<file path="config.mk">
export PLATFORM = sky130hd
export DESIGN_NAME = param_stack_unit
export DESIGN_NICKNAME = d
export VERILOG_FILES = /design/src/rtl/param_stack_unit.sv
export SDC_FILE = /design/constraint.sdc
export NUM_CORES = 1
export LEC_CHECK = 0
export BUFFER_PORTS_ARGS = -buffer_cell sky130_fd_sc_hd__buf_4
export CORE_MARGIN = 2
export CORE_UTILIZATION = 40
export DETAILED_ROUTE_END_ITERATION = 8
export PLACE_DENSITY = 0.6
export RECOVER_POWER = 50
export SKIP_LAST_GASP = 1
export SYNTH_ARGS = -nofsm -noshare
export SYNTH_HDL_FRONTEND = slang
export SYNTH_SLANG_ARGS = --single-unit
export TNS_END_PERCENT = 10
</file>
<file path="constraint.sdc">
create_clock -name clk -period 5 [get_ports clk]
set_input_delay 0.75 -clock clk [delete_from_list [all_inputs] [get_ports clk]]
set_output_delay 0.75 -clock clk [all_outputs]
set_load 0.02 [all_outputs]
</file>
<file path="src/rtl/param_stack_unit.sv">
// LIFO stack with registered top-of-stack output and occupancy count.
// Define PARAM_STACK_ERR_EN to build the sticky overflow/underflow flags.
module param_stack_unit #(
  parameter int DATA_WIDTH = 32,
  parameter int DEPTH      = 16,
  parameter int CNT_W      = $clog2(DEPTH+1)
) (
  input  logic                  clk,
  input  logic                  rst,
  input  logic                  flush,
  input  logic                  stack_push,
  input  logic                  stack_pop,
  input  logic [DATA_WIDTH-1:0] data_input,
  input  logic                  err_clear,
  output logic [DATA_WIDTH-1:0] data_output,
  output logic                  is_empty,
  output logic                  is_full,
  output logic [CNT_W-1:0]      count,
  output logic                  overflow,
  output logic                  underflow
);
  localparam int AW = (DEPTH > 1) ? $clog2(DEPTH) : 1;

  logic [DATA_WIDTH-1:0] mem [DEPTH];
  logic [CNT_W-1:0]      cnt_q;
  logic [DATA_WIDTH-1:0] dout_q;

  logic          empty, full;
  logic          do_push, do_pop, do_repl;
  logic          push_refused, pop_refused;
  logic [AW-1:0] idx_push, idx_top, idx_below;

  assign empty = (cnt_q == '0);
  assign full  = (cnt_q == CNT_W'(DEPTH));

  // Index math wraps in AW bits; at count==DEPTH the low bits are 0 so top = DEPTH-1.
  assign idx_push  = cnt_q[AW-1:0];
  assign idx_top   = cnt_q[AW-1:0] - AW'(1);
  assign idx_below = cnt_q[AW-1:0] - AW'(2);

  // Push+pop on an empty stack degrades to a plain push.
  always_comb begin
    do_push      = 1'b0;
    do_pop       = 1'b0;
    do_repl      = 1'b0;
    push_refused = 1'b0;
    pop_refused  = 1'b0;
    if (!rst && !flush) begin
      if (stack_push && stack_pop) begin
        if (empty) do_push = 1'b1;
        else       do_repl = 1'b1;
      end else if (stack_push) begin
        if (full) push_refused = 1'b1;
        else      do_push      = 1'b1;
      end else if (stack_pop) begin
        if (empty) pop_refused = 1'b1;
        else       do_pop      = 1'b1;
      end
    end
  end

  always_ff @(posedge clk) begin
    if (do_push)      mem[idx_push] <= data_input;
    else if (do_repl) mem[idx_top]  <= data_input;
  end

  always_ff @(posedge clk) begin
    if (rst || flush) begin
      cnt_q  <= '0;
      dout_q <= '0;
    end else if (do_push) begin
      cnt_q  <= cnt_q + CNT_W'(1);
      dout_q <= data_input;
    end else if (do_repl) begin
      dout_q <= data_input;
    end else if (do_pop) begin
      cnt_q  <= cnt_q - CNT_W'(1);
      dout_q <= (cnt_q >= CNT_W'(2)) ? mem[idx_below] : '0;
    end
  end

  assign data_output = dout_q;
  assign count       = cnt_q;
  assign is_empty    = empty;
  assign is_full     = full;

`ifdef PARAM_STACK_ERR_EN
  logic ovf_q, unf_q;

  // A new error in the same cycle as err_clear keeps the flag set.
  always_ff @(posedge clk) begin
    if (rst) begin
      ovf_q <= 1'b0;
      unf_q <= 1'b0;
    end else begin
      if (push_refused)   ovf_q <= 1'b1;
      else if (err_clear) ovf_q <= 1'b0;
      if (pop_refused)    unf_q <= 1'b1;
      else if (err_clear) unf_q <= 1'b0;
    end
  end

  assign overflow  = ovf_q;
  assign underflow = unf_q;
`else
  logic unused_err;
  assign unused_err = err_clear ^ push_refused ^ pop_refused;
  assign overflow   = 1'b0;
  assign underflow  = 1'b0;
`endif

endmodule
</file>
=== Yosys cells after proc, flatten, opt, wreduce, memory -nomap -nowiden ===
Memories as Yosys holds them, arrays and structs flattened.
Cells that the tools add are included.

* Add/subtract/negate cells: 4
* Order comparisons: 1
* Equality and inequality tests: 2
* Mux-type cells: 27
* Reductions and logical operators: 10

{| class="wikitable"
|+ Operators by type and width
! kind !! count
|-
| two-way mux 32 bit || 5
|-
| OR reduction 32 bit || 1
|-
| two-way mux 1 bit || 18
|-
| two-way mux 5 bit || 3
|-
| adder 5 x 1 -> 5 bit (second input constant) || 1
|-
| equality test 5 bit (second input constant) || 1
|-
| >= comparator 5 x 2 -> 1 bit (second input constant) || 1
|-
| logical NOT 5 bit || 1
|-
| subtractor 5 x 1 -> 5 bit (second input constant) || 1
|-
| two-way mux 4 bit || 1
|-
| subtractor 4 x 1 -> 4 bit (second input constant) || 1
|-
| subtractor 4 x 2 -> 4 bit (second input constant) || 1
|-
| nonzero test 3 bit || 1
|-
| logical AND 1 bit || 2
|-
| logical NOT 1 bit || 2
|-
| != test 2 bit (second input constant) || 1
|-
| AND reduction 2 bit || 1
|-
| nonzero test 2 bit || 1
|-
| logical OR 1 bit || 1
|}

* Bits in registers: 37
* RAM bits: 512
* Input port bits: 38
* Output and inout port bits: 41
* Word-level logic and storage cells: 47
* Memories kept: 1

{| class="wikitable"
|+ Memories
! memory !! depth !! width !! read ports !! clocked after memory_dff !! write ports !! RTL line !! RTL
|-
| mem || 16 || 32 || 1 || 0 || 1 || 24 || <nowiki>logic [DATA_WIDTH-1:0] mem [DEPTH];</nowiki>
|}

=== Logic depth before layout (Yosys ltp) ===
Gate-level depths: netlist (run 1).

* Depth after elaboration: 9
* Gate-level depth with buffers: 15
* Gate-level depth less buffers: 12

=== Least setup slack after synthesis (run 1) ===
No wires, ideal clock.

* Path type: flip-flop to flip-flop
* From: register cnt_q[1] (netlist: count[1])
* To: memory mem[9][0], enable pin
* Arrival time: 3930 ps
* Data required time: 4579 ps
* Setup slack: 648 ps
* Cell stages (with the launch flop): 11
* Path buffers: 3
* Cells stage by stage: dfxtp_1 > buf_2 > buf_2 > inv_2 > clkbuf_1 > ha_1 > a21boi_1 > nand2b_1 > o32ai_1 > a32oi_1 > nor2_1

* Longest elaborated chain between the ends: 9
* Elaborated cells on any way between the ends: 19
* Those cells by class: add/sub: 1; eq/ne: 1; mux: 15; reduce/logical: 2

{| class="wikitable"
|+ RTL lines
! item !! RTL line !! RTL
|-
| start, declared || 25 || <nowiki>logic [CNT_W-1:0] cnt_q;</nowiki>
|-
| start signal, assigned || 72 || <nowiki>cnt_q <= cnt_q + CNT_W'(1);</nowiki>
|-
| start signal, assigned || 77 || <nowiki>cnt_q <= cnt_q - CNT_W'(1);</nowiki>
|-
| equality test 5 bit / logical NOT 5 bit (equally long branches) || 34, 33 ||
|-
| two-way mux 1 bit (on tied branches) || 53, 50 ||
|-
| two-way mux 1 bit (on tied branches) || 52, 49 ||
|-
| two-way mux 1 bit (on tied branches) || 49, 48 ||
|-
| two-way mux 1 bit (on tied branches) || 48, 64 ||
|-
| two-way mux 1 bit || 63 || <nowiki>if (do_push) mem[idx_push] <= data_input;</nowiki>
|-
| two-way mux 1 bit (implied by the code) || 64 || <nowiki>else if (do_repl) mem[idx_top] <= data_input;</nowiki>
|-
| OR reduction 32 bit (no source line) || -- ||
|-
| two-way mux 4 bit (no source line) / two-way mux 1 bit (equally long branches) || -- ||
|-
| end, declared || 24 ||
|}

Parallel ways exist; a longest one is shown, timed or not.

=== Final worst setup path (run 1) ===
* From: register cnt_q[1] (netlist: count[1])
* To: memory mem[8][21], enable pin

The elaborated chain is that of the path after synthesis.

==> results.py, run 1 <==
metrics = {
    "timing": {
        "whs_ns": 0.4524,
        "hold_violations": 0,
        "setup_tns_ns": 0,
        "setup_viol": 0,
        "fin_crit_sh": 0.7991,
        "skew_ns": 0.02505,
        "rsz0062_at_grt": "false",
        "period_minus_slack_ns": 3.996,
        "fmax_mhz": 250.3,
        "final_max_slew_viol_count": 0,
        "worstMarginPinSlew_ns": 1.060,
        "slew_headroom": 0.2933,
    },
    "routing": {
        "route.detailed.drc": 0,
        "drtPass1Iterations": 5,
        "antenna_left": 0,
        "wire_per_inst_um": 24.81,
        "vias_per_cell": 5.602,
        "drt-total-wl_um": 48530,
        "drt_iter0_markers": 851,
        "vias": 10960,
    },
    "place": {
        "place_congestion": 0.7384,
        "portBuffers": 75,
        "hpwl_um": 26700,
    },
    "critical_path": {
        "end_kind": "register",
        "regToRegStartpoint": "count[1]$_SDFFE_PN0P_",
        "r2r_slack_ns": 1.00,
        "path_delay_family": "compound AO/OA/AOI/OAI gates",
        "reg2reg_to": "mem[8][21]$_DFFE_PP_",
        "critPathSlowestCell": "ha_1",
        "crit_arrival_ns": 4.23,
        "path_buf_inv": 2,
        "path_cells": "inv_2 -> ha_1 -> a21boi_1 -> nand2b_1 -> o32ai_1 -> a32oi_1 -> nor2_4 -> buf_4",
        "worstRegToRegCells": 8,
        "required_ns": 5.23,
        "crit_fanout": 31,
        "slowest_delay_ns": 0.56,
        "cp-start-kind": "register",
        "worstSetupPathType": "register to register",
    },
    "clocking": {
        "cts_sinks": 549,
        "cts-htree-levels": 2,
        "clockRootBuffer": "clkbuf_16",
        "post-cts-setup-buffers": 0,
        "hold_buffers": 0,
        "cts_resized": 0,
        "cts_tree": "built",
        "cts.path.max_buffers": 3,
        "clock_latency_ns": 0.62,
        "clk_pin_slew_ns": 0.06,
        "cts_buffers": 55,
    },
    "logic_synthesis": {
        "synth_edf_count": 512,
        "async_flop_share": 0,
        "yosysUniqueCellTypes": 55,
        "synth_area_um2": 21620,
        "yosys_warnings": 0,
        "syn-instance-count": 1112,
        "yosysSeqAreaShare": 0.7454,
        "ys_ff_latch": 549,
        "synth_flop_cell": "edfxtp_1",
        "syn_area_per_cell_um2": 19.44,
    },
    "cells_and_area": {
        "drive_above_1_share": 0.2232,
        "fill_cells": 4605,
        "synthToLayoutAreaGrowth_pct": 14.62,
        "final_net_count": 1259,
    },
    "pwr": {
        "p_leak_uw": 0.007628,
        "worst_ir_drop_vdd_mv": 0.2459,
        "switchingPower_uw": 2129,
        "power_frac_comb": 0.060,
        "swShare": 0.2185,
        "pwr-share-seq": 0.521,
        "p_clk_frac": 0.419,
        "p_per_area_nw_per_um2": 393.1,
        "p_int_uw": 7612,
    },
    "global_routing": {
        "grt_pass1_wl_um": 72380,
        "grt_util_all_layers": 0.1748,
        "grt_overflow": 0,
        "grt_antenna_before_repair": 1,
        "grt_pass1_vias": 11210,
        "grt_max_degree": 102,
    },
    "flow_run": {
        "cap_violations": 0,
    },
    "floorplanning": {
        "die_w_um": 236.5,
        "io_pins": 79,
        "rows": 85,
        "die_area_um2": 55930,
        "fp.coreArea_um2": 53600,
        "start_util": 0.4034,
        "fp.dieH_um": 236.5,
    },
    "hold_path": {
        "min_path_type": "register to register",
        "worstHoldEndpoint": "data_output[18]$_SDFFE_PN0P_",
        "min_path_cells": 2,
        "hp-start": "data_output[18]$_SDFFE_PN0P_",
    },
    "status": {
        "status": "finished, final reports clean",
    },
}
[through the flow]
step / power [µW] / area, µm² / setup slack, ns / instances / util
finish: 9741 / 24780 / 1.004 / 1956 / 0.4623
global route: 10040 / 24780 / 0.8000 / 1956 / 0.4623
CTS: 9855 / 25030 / 1.014 / 1955 / 0.4670
detailed placement: 5790 / 23230 / 1.033 / 1851 / 0.4334
global placement: 5778 / 23230 / 1.212 / 1851 / 0.4334
floorplan: 5540 / 21620 / 0.6485 / 1113 / -
[cells by family after synthesis]
family / count (synthesis) / synth area share
AOI/OAI and AO/OA: 136 / 0.04294
xor gates and xnor gates: 7 / 0.003183
adders and majority gates: 9 / 0.005556
buffers and inverters: 75 / 0.01817
DFF: 549 / 0.7454
muxes: 155 / 0.1458
other: 1 / 0.0001734
and+or+nand+nor: 180 / 0.03877
[cell usage after synthesis (3+ instances only)]
library cell | number | area [µm²]
buf_1 | 3 | 11.26
a211oi_1 | 3 | 22.52
o21ai_0 | 31 | 155.2
mux4_2 | 128 | 2883
ha_1 | 8 | 100.1
a31oi_1 | 31 | 193.9
a32oi_1 | 5 | 43.79
o211ai_1 | 24 | 180.2
buf_2 | 20 | 100.1
buf_4 | 11 | 82.58
nor3_1 | 5 | 25.02
mux2i_1 | 27 | 270.3
nand2b_1 | 3 | 18.77
a21o_1 | 3 | 22.52
edfxtp_1 | 512 | 15370
clkbuf_1 | 28 | 105.1
xnor2_1 | 4 | 35.03
buf_6 | 3 | 33.78
o32ai_1 | 4 | 35.03
nand3b_1 | 7 | 52.55
inv_1 | 5 | 18.77
nor2_1 | 25 | 93.84
nand2_1 | 80 | 300.3
inv_2 | 3 | 11.26
nand3_1 | 49 | 245.2
o22a_1 | 7 | 61.31
dfxtp_1 | 37 | 740.7
a21oi_1 | 4 | 20.02
o21ai_1 | 10 | 50.05
[how the worst max path moves through the flow]
stage / start / endpoint / slack [ns] / cells after the start
6_report: count[1]$_SDFFE_PN0P_ / mem[8][21]$_DFFE_PP_ / 1.00 / 8
5_1_grt: count[1]$_SDFFE_PN0P_ / mem[9][12]$_DFFE_PP_ / 0.80 / 8
4_1_cts: count[1]$_SDFFE_PN0P_ / mem[9][24]$_DFFE_PP_ / 1.01 / 8
3_5_place_dp: count[1]$_SDFFE_PN0P_ / mem[9][0]$_DFFE_PP_ / 1.03 / 8
3_3_place_gp: count[1]$_SDFFE_PN0P_ / mem[1][18]$_DFFE_PP_ / 1.21 / 8
2_1_floorplan: count[1]$_SDFFE_PN0P_ / mem[9][0]$_DFFE_PP_ / 0.65 / 10
[final cells by class]
cell class | instances | area, µm² | area share
inverter | 8 | 30.03 | 0.001212
clock buffer | 73 | 1494 | 0.06028
clock inverter | 31 | 307.8 | 0.01242
antenna | 1 | 2.502 | 0.0001010
multi-input combinational | 489 | 5289 | 0.2134
timing repair buffer | 109 | 666.9 | 0.02691
tap | 696 | 870.8 | 0.03514
sequential | 549 | 16120 | 0.6505
[worst register-to-register path, cell delays in order, from the launching register on]
cell and delay [ns]:
dfxtp_2 0.32, inv_2 0.44, ha_1 0.56, a21boi_1 0.48, nand2b_1 0.20, o32ai_1 0.32, a32oi_1 0.30, nor2_4 0.46
buf_4 0.54
[sequential cells by signal (all words and copies together) (netlist names)]
signal / cells
data_output: 32
count: 5
mem: 512
[metal layers]
metal,global-route usage,share of wire
met1,0.2433,0.44
met2,0.2830,0.48
met3,0.03614,0.060
met4,0.04526,0.018
met5,0,0
[cells in the final DEF, fill, tap and decap left out, drive strengths merged, types with 4 or more instances in the layout]
cell type    n
a21oi        4
a31oi       33
a32oi        5
buf         42
bufinv       5
clkbuf     140
clkinv      24
dfxtp       37
edfxtp     512
ha           8
inv          9
mux2i       27
mux4       128
nand2       80
nand3       49
nand3b       7
nor2        25
nor3         5
o211ai      24
o21ai       43
o22a         7
o32ai        4
xnor2        4
[power by group through the flow]
| stage | sequential, µW | combinational (µW) | clock, µW |
|---|---|---|---|
| floorplan | 5190 | 354 | 0 |
| global placement | 5170 | 605 | 0 |
| detailed placement | 5170 | 616 | 0 |
| CTS | 5080 | 618 | 4160 |
| global route | 5080 | 636 | 4330 |
| finish | 5080 | 586 | 4080 |
No activity file was read; power rests on OpenSTA's default activity.
==> run 2, diff against run 1 <==
- ABC_AREA: unset -> 1
- clock period: 5 -> 3.8 ns (I/O delays scaled with it)
==> run 2 against run 1 <==
Area after synthesis is 4.1% higher. Sequential power is 31% higher. Largest power group unchanged. Non-clock buffer count is 10 higher. Critical path type is now register to primary output. Power is 36% higher. Routed wire length is 14% higher. Die area is 4.1% higher. Combinational power is 6.0% higher. Clock-buffer cell count is 1 lower. Cell area is 3.7% higher. Clock skew is 0.0012 ns lower. Critical path depth is 5 lower. Critical endpoint is now count[1].
==> results.py, run 2 <==
metrics = {
    "clocking": {
        "clock_latency_ns": 0.62,
        "clockRootBuffer": "clkbuf_16",
        "cts_sinks": 549,
        "clk_pin_slew_ns": 0.06,
        "cts_buffers": 57,
        "cts-htree-levels": 2,
        "cts_tree": "built",
        "hold_buffers": 0,
        "cts.path.max_buffers": 3,
        "cts_resized": 0,
        "post-cts-setup-buffers": 0,
    },
    "logic_synthesis": {
        "syn-instance-count": 1877,
        "yosysSeqAreaShare": 0.7158,
        "async_flop_share": 0,
        "synth_flop_cell": "edfxtp_1",
        "synth_common_cells": "edfxtp_1 (512), nand2_1 (299), nor2_1 (237)",
        "synth_top_area_frac": 0.6829,
        "synth_edf_count": 512,
        "synth.most_common_cell": "edfxtp_1",
        "yosys_warnings": 0,
        "synth_area_um2": 22510,
        "ys_ff_latch": 549,
        "syn_area_per_cell_um2": 11.99,
        "yosysTopAreaCell": "edfxtp_1",
        "yosysUniqueCellTypes": 29,
        "synthTopCellsByArea": "edfxtp_1 (68%), nand2_1 (5.0%), o211ai_1 (4.4%)",
    },
    "routing": {
        "antenna_left": 0,
        "drt-total-wl_um": 55250,
        "drt_iter0_markers": 1338,
        "route.detailed.drc": 0,
        "vias": 14470,
        "wire_per_inst_um": 20.23,
        "drtPass1Iterations": 6,
        "vias_per_cell": 5.299,
    },
    "place": {
        "hpwl_um": 29020,
        "portBuffers": 75,
        "dp_slack_ns": 0.6228,
        "place_congestion": 0.7366,
        "post_dp_cell_area_um2": 23930,
    },
    "status": {
        "status": "finished, final reports clean",
    },
    "timing": {
        "slew_headroom": 0.1817,
        "worstMarginPinSlew_ns": 1.227,
        "fin_ws_ns": 0.4885,
        "period_minus_slack_ns": 3.311,
        "setup_viol": 0,
        "final_max_slew_viol_count": 0,
        "hold_violations": 0,
        "whs_ns": 0.4722,
        "rsz0062_at_grt": "false",
        "skew_ns": 0.02382,
        "fmax_mhz": 302.0,
        "fin_crit_sh": 0.8714,
        "setup_tns_ns": 0,
    },
    "floorplanning": {
        "die_w_um": 241.2,
        "die_area_um2": 58200,
        "start_util": 0.4063,
        "io_pins": 79,
        "rows": 86,
        "fp.coreArea_um2": 55420,
        "fp.dieH_um": 241.2,
    },
    "cells_and_area": {
        "largest_reg_flops": 512,
        "final_common_cell": "edfxtp_1",
        "final_design_area_no_fill_um2": 25700,
        "antenna_cells": 0,
        "top_register": "mem",
        "mostFrequentLayoutCells": "edfxtp_1 (512), nand2_1 (299), nor2_1 (221)",
        "final_net_count": 1982,
        "drive_above_1_share": 0.09178,
        "synthToLayoutAreaGrowth_pct": 14.16,
    },
    "critical_path": {
        "path_buf_inv": 3,
        "critPathSlowestCell": "buf_4",
        "path_delay_family": "buffers and inverters",
        "cp-start-kind": "register",
        "reg2reg_to": "mem[0][29]$_DFFE_PP_",
        "path_common_cell": "buf_4",
        "slowest_delay_ns": 0.81,
        "regToRegStartpoint": "count[1]$_SDFFE_PN0P_",
        "required_ns": 3.23,
        "end_kind": "primary output",
        "crit_fanout": 82,
        "worstSetupPathType": "register to primary output",
        "path_cells": "buf_4 -> buf_4 -> buf_4",
        "worstRegToRegCells": 10,
        "r2r_slack_ns": 0.54,
        "crit_arrival_ns": 2.74,
    },
    "global_routing": {
        "grt_pass1_vias": 13690,
        "grt_util_all_layers": 0.1910,
        "grt_pass1_wl_um": 83410,
        "grt_antenna_before_repair": 1,
        "grt_max_degree": 236,
        "grt_overflow": 0,
    },
    "pwr": {
        "worst_ir_drop_vdd_mv": 0.2907,
        "p_per_area_nw_per_um2": 514.9,
        "p_total_uw": 13230,
        "p_leak_uw": 0.008749,
    },
    "hold_path": {
        "min_path_cells": 2,
        "hp-start": "data_output[12]$_SDFFE_PN0P_",
        "min_path_type": "register to register",
        "worstHoldEndpoint": "data_output[12]$_SDFFE_PN0P_",
    },
    "flow_run": {
        "cap_violations": 0,
    },
}
[run 2: worst max path at each step]
stage / from / to / slack [ns] / depth (start not counted)
floorplan: count[0]$_SDFFE_PN0P_ / mem[2][0]$_DFFE_PP_ / -0.11 / 13
global placement: flush / mem[3][13]$_DFFE_PP_ / 0.61 / 10
detailed placement: flush / mem[3][13]$_DFFE_PP_ / 0.62 / 10
CTS: count[1]$_SDFFE_PN0P_ / count[1] / 0.42 / 3
global route: count[1]$_SDFFE_PN0P_ / count[1] / 0.33 / 3
finish: count[1]$_SDFFE_PN0P_ / count[1] / 0.49 / 3
[run 2: area by class of cell]
class	count	area, µm²
multi-input combinational	1103	5487
inverter	105	401.6
clock inverter	35	437.9
sequential	549	16120
fill	4903	29720
clock buffer	72	1585
tap	748	935.9
timing repair buffer	119	729.5
[run 2: power breakdown]
group          switching, µW  leakage (µW)  internal, µW  total [µW]
Sequential              10.7       0.00491          6640        6650
Clock                   2340      0.000997          3630        5960
Combinational            466       0.00285           155         621
[run 2: worst min-delay path: stages, from the launching register on]
cell	delay [ns]
dfxtp_1	0.31
nand2_1	0.06
a21oi_1	0.05
[run 2: stage by stage]
step                      utilization  std cells
after global placement         0.4318       2624
after CTS                      0.4683       2731
final                          0.4638       2731
after floorplan                     -       1878
after detailed placement       0.4318       2624
after global routing           0.4638       2731
[run 2: logic make-up (layout without fill, tap and decap cells)]
family | count (synthesis) | after routing | share of synthesized area
simple gates | 711 | 711 | 0.1313
flops | 549 | 549 | 0.7158
other cells | 1 | 2 | 0.0001666
compound gates | 375 | 375 | 0.09826
xor+xnor | 6 | 6 | 0.002668
buf+inv | 226 | 331 | 0.04641
fa+ha+maj | 9 | 9 | 0.005336
[run 2: metal layers]
metal  GRT usage  up-vias  share of wire
li1            -     6795              -
met1      0.2668     7181           0.45
met2      0.3127      412           0.48
met3     0.02723       83          0.056
met4     0.05443        0          0.022
met5           0        -              0
==> run 3, diff against run 2 <==
- CORE_ASPECT_RATIO: unset -> 0.6
- SKIP_LAST_GASP: 1 -> unset
==> run 3 against run 2 <==
Power shrank 6.0%. Register-to-register slack improved by 0.12 ns. Maximum frequency is 5.4% higher. Die area up 0.11%. Largest power group unchanged. Clock power fell by 14%.
==> results.py, run 3 (same netlist as run 2, synthesis figures left out) <==
metrics = {
    "critical_path": {
        "crit_arrival_ns": 3.42,
        "required_ns": 4.08,
        "crit_fanout": 20,
        "cp-start-kind": "register",
        "crit_start": "count[0]$_SDFFE_PN0P_",
        "regToRegStartpoint": "count[0]$_SDFFE_PN0P_",
        "worstSetupPathType": "register to register",
        "end_kind": "register",
    },
    "cells_and_area": {
        "final_net_count": 1969,
        "final_design_area_no_fill_um2": 25420,
        "synthToLayoutAreaGrowth_pct": 12.89,
        "fill_cells": 4968,
        "fin_cells": 2724,
        "top_register": "mem",
        "final_common_cell": "edfxtp_1",
        "largest_reg_flops": 512,
        "mostFrequentLayoutCells": "edfxtp_1 (512), nand2_1 (299), nor2_1 (221)",
        "antenna_cells": 0,
        "drive_above_1_share": 0.08041,
    },
    "floorplanning": {
        "rows": 67,
        "die_area_um2": 58260,
        "fp.coreArea_um2": 55750,
        "start_util": 0.4038,
        "io_pins": 79,
        "fp.dieH_um": 187.8,
        "die_w_um": 310.3,
    },
    "timing": {
        "slew_headroom": 0.2664,
        "setup_viol": 0,
        "rsz0062_at_grt": "false",
        "fmax_mhz": 318.2,
        "hold_violations": 0,
        "final_max_slew_viol_count": 0,
        "fin_crit_sh": 0.8269,
        "period_minus_slack_ns": 3.142,
        "skew_ns": 0.01193,
        "worstMarginPinSlew_ns": 1.100,
        "setup_tns_ns": 0,
    },
    "pwr": {
        "swShare": 0.2185,
        "p_leak_uw": 0.008556,
        "power_frac_comb": 0.051,
        "worst_ir_drop_vdd_mv": 0.3215,
        "p_clk_frac": 0.414,
        "p_int_uw": 9717,
        "switchingPower_uw": 2716,
        "p_per_area_nw_per_um2": 489.2,
        "p_total_uw": 12430,
        "pwr-share-seq": 0.534,
    },
    "status": {
        "status": "finished, final reports clean",
    },
    "routing": {
        "route.detailed.drc": 0,
        "vias_per_cell": 5.333,
        "wire_per_inst_um": 20.71,
        "drtPass1Iterations": 5,
        "drt-total-wl_um": 56410,
        "antenna_left": 0,
        "drt_iter0_markers": 1448,
        "vias": 14530,
    },
    "clocking": {
        "post-cts-setup-buffers": 0,
        "cts_buffers": 51,
        "cts-htree-levels": 2,
        "cts_tree": "built",
        "clk_pin_slew_ns": 0.06,
        "clockRootBuffer": "clkbuf_16",
        "cts_resized": 0,
        "cts.path.max_buffers": 3,
        "clock_latency_ns": 0.59,
        "cts_sinks": 549,
        "hold_buffers": 0,
    },
    "hold_path": {
        "hp-start": "data_output[31]$_SDFFE_PN0P_",
        "min_path_type": "register to register",
    },
    "place": {
        "post_dp_cell_area_um2": 23990,
        "place_congestion": 0.7769,
        "dpl.cell_count": 2628,
        "portBuffers": 75,
        "hpwl_um": 30110,
    },
    "global_routing": {
        "grt_pass1_wl_um": 85090,
        "grt_antenna_before_repair": 1,
        "grt_overflow": 0,
        "grt_pass1_vias": 13720,
        "grt_util_all_layers": 0.1929,
        "grt_max_degree": 243,
    },
    "flow_run": {
        "cap_violations": 0,
    },
}
==> run 3: final cells by class <==
type | instances | area (µm²) | area share
Timing Repair Buffer | 112 | 764.5 | 0.03008
Multi-Input combinational cell | 1103 | 5494 | 0.2162
Inverter | 105 | 401.6 | 0.01580
Clock buffer | 74 | 1494 | 0.05878
Sequential cell | 549 | 16120 | 0.6344
Clock inverter | 22 | 188.9 | 0.007434
Tap cell | 759 | 949.7 | 0.03737
==> run 3: per-stage QoR <==
step / util / hold slack (ns) / setup WS (ns)
global placement: 0.4303 / 0.4619 / 0.5823
detailed placement: 0.4303 / 0.4684 / 0.5083
CTS: 0.4605 / 0.2649 / 0.6689
global route: 0.4559 / 0.4968 / 0.5276
floorplan: - / 0.5421 / -0.1056
finish: 0.4559 / 0.4702 / 0.6578
==> run 3: power by group through the flow <==
stage,clock network (µW),registers (µW),logic [µW]
CTS,5250,6640,661
floorplan,0,6790,357
global route,5490,6640,702
finish,5150,6640,639
detailed placement,0,6770,658
global placement,0,6770,646
==> run 3: final timing paths <==
| path | end | slack, ns | cells past startpoint |
|---|---|---|---|
| max | mem[8][13]$_DFFE_PP_ | 0.66 | 10 |
| min | data_output[31]$_SDFFE_PN0P_ | 0.47 | 2 |
| max reg2reg | mem[8][13]$_DFFE_PP_ | 0.66 | 10 |
| min reg2reg | data_output[31]$_SDFFE_PN0P_ | 0.47 | 2 |
==> run 3: per-layer routing <==
| layer | share of wire | track usage | vias up |
|---|---|---|---|
| li1 | - | - | 6767 |
| met1 | 0.48 | 0.3007 | 7228 |
| met2 | 0.43 | 0.2834 | 459 |
| met3 | 0.069 | 0.03063 | 73 |
| met4 | 0.016 | 0.04088 | 0 |
| met5 | 0 | 0 | - |
==> run 3: critical path, cell delays in order, from the launching register on <==
cell	delay, ns
dfxtp_4	0.36
inv_6	0.04
ha_1	0.18
nand3_1	0.14
inv_1	0.09
nand2_1	0.14
nand3_4	0.17
nand2_2	0.48
nand3_2	0.32
nor2_4	0.60
buf_12	0.29
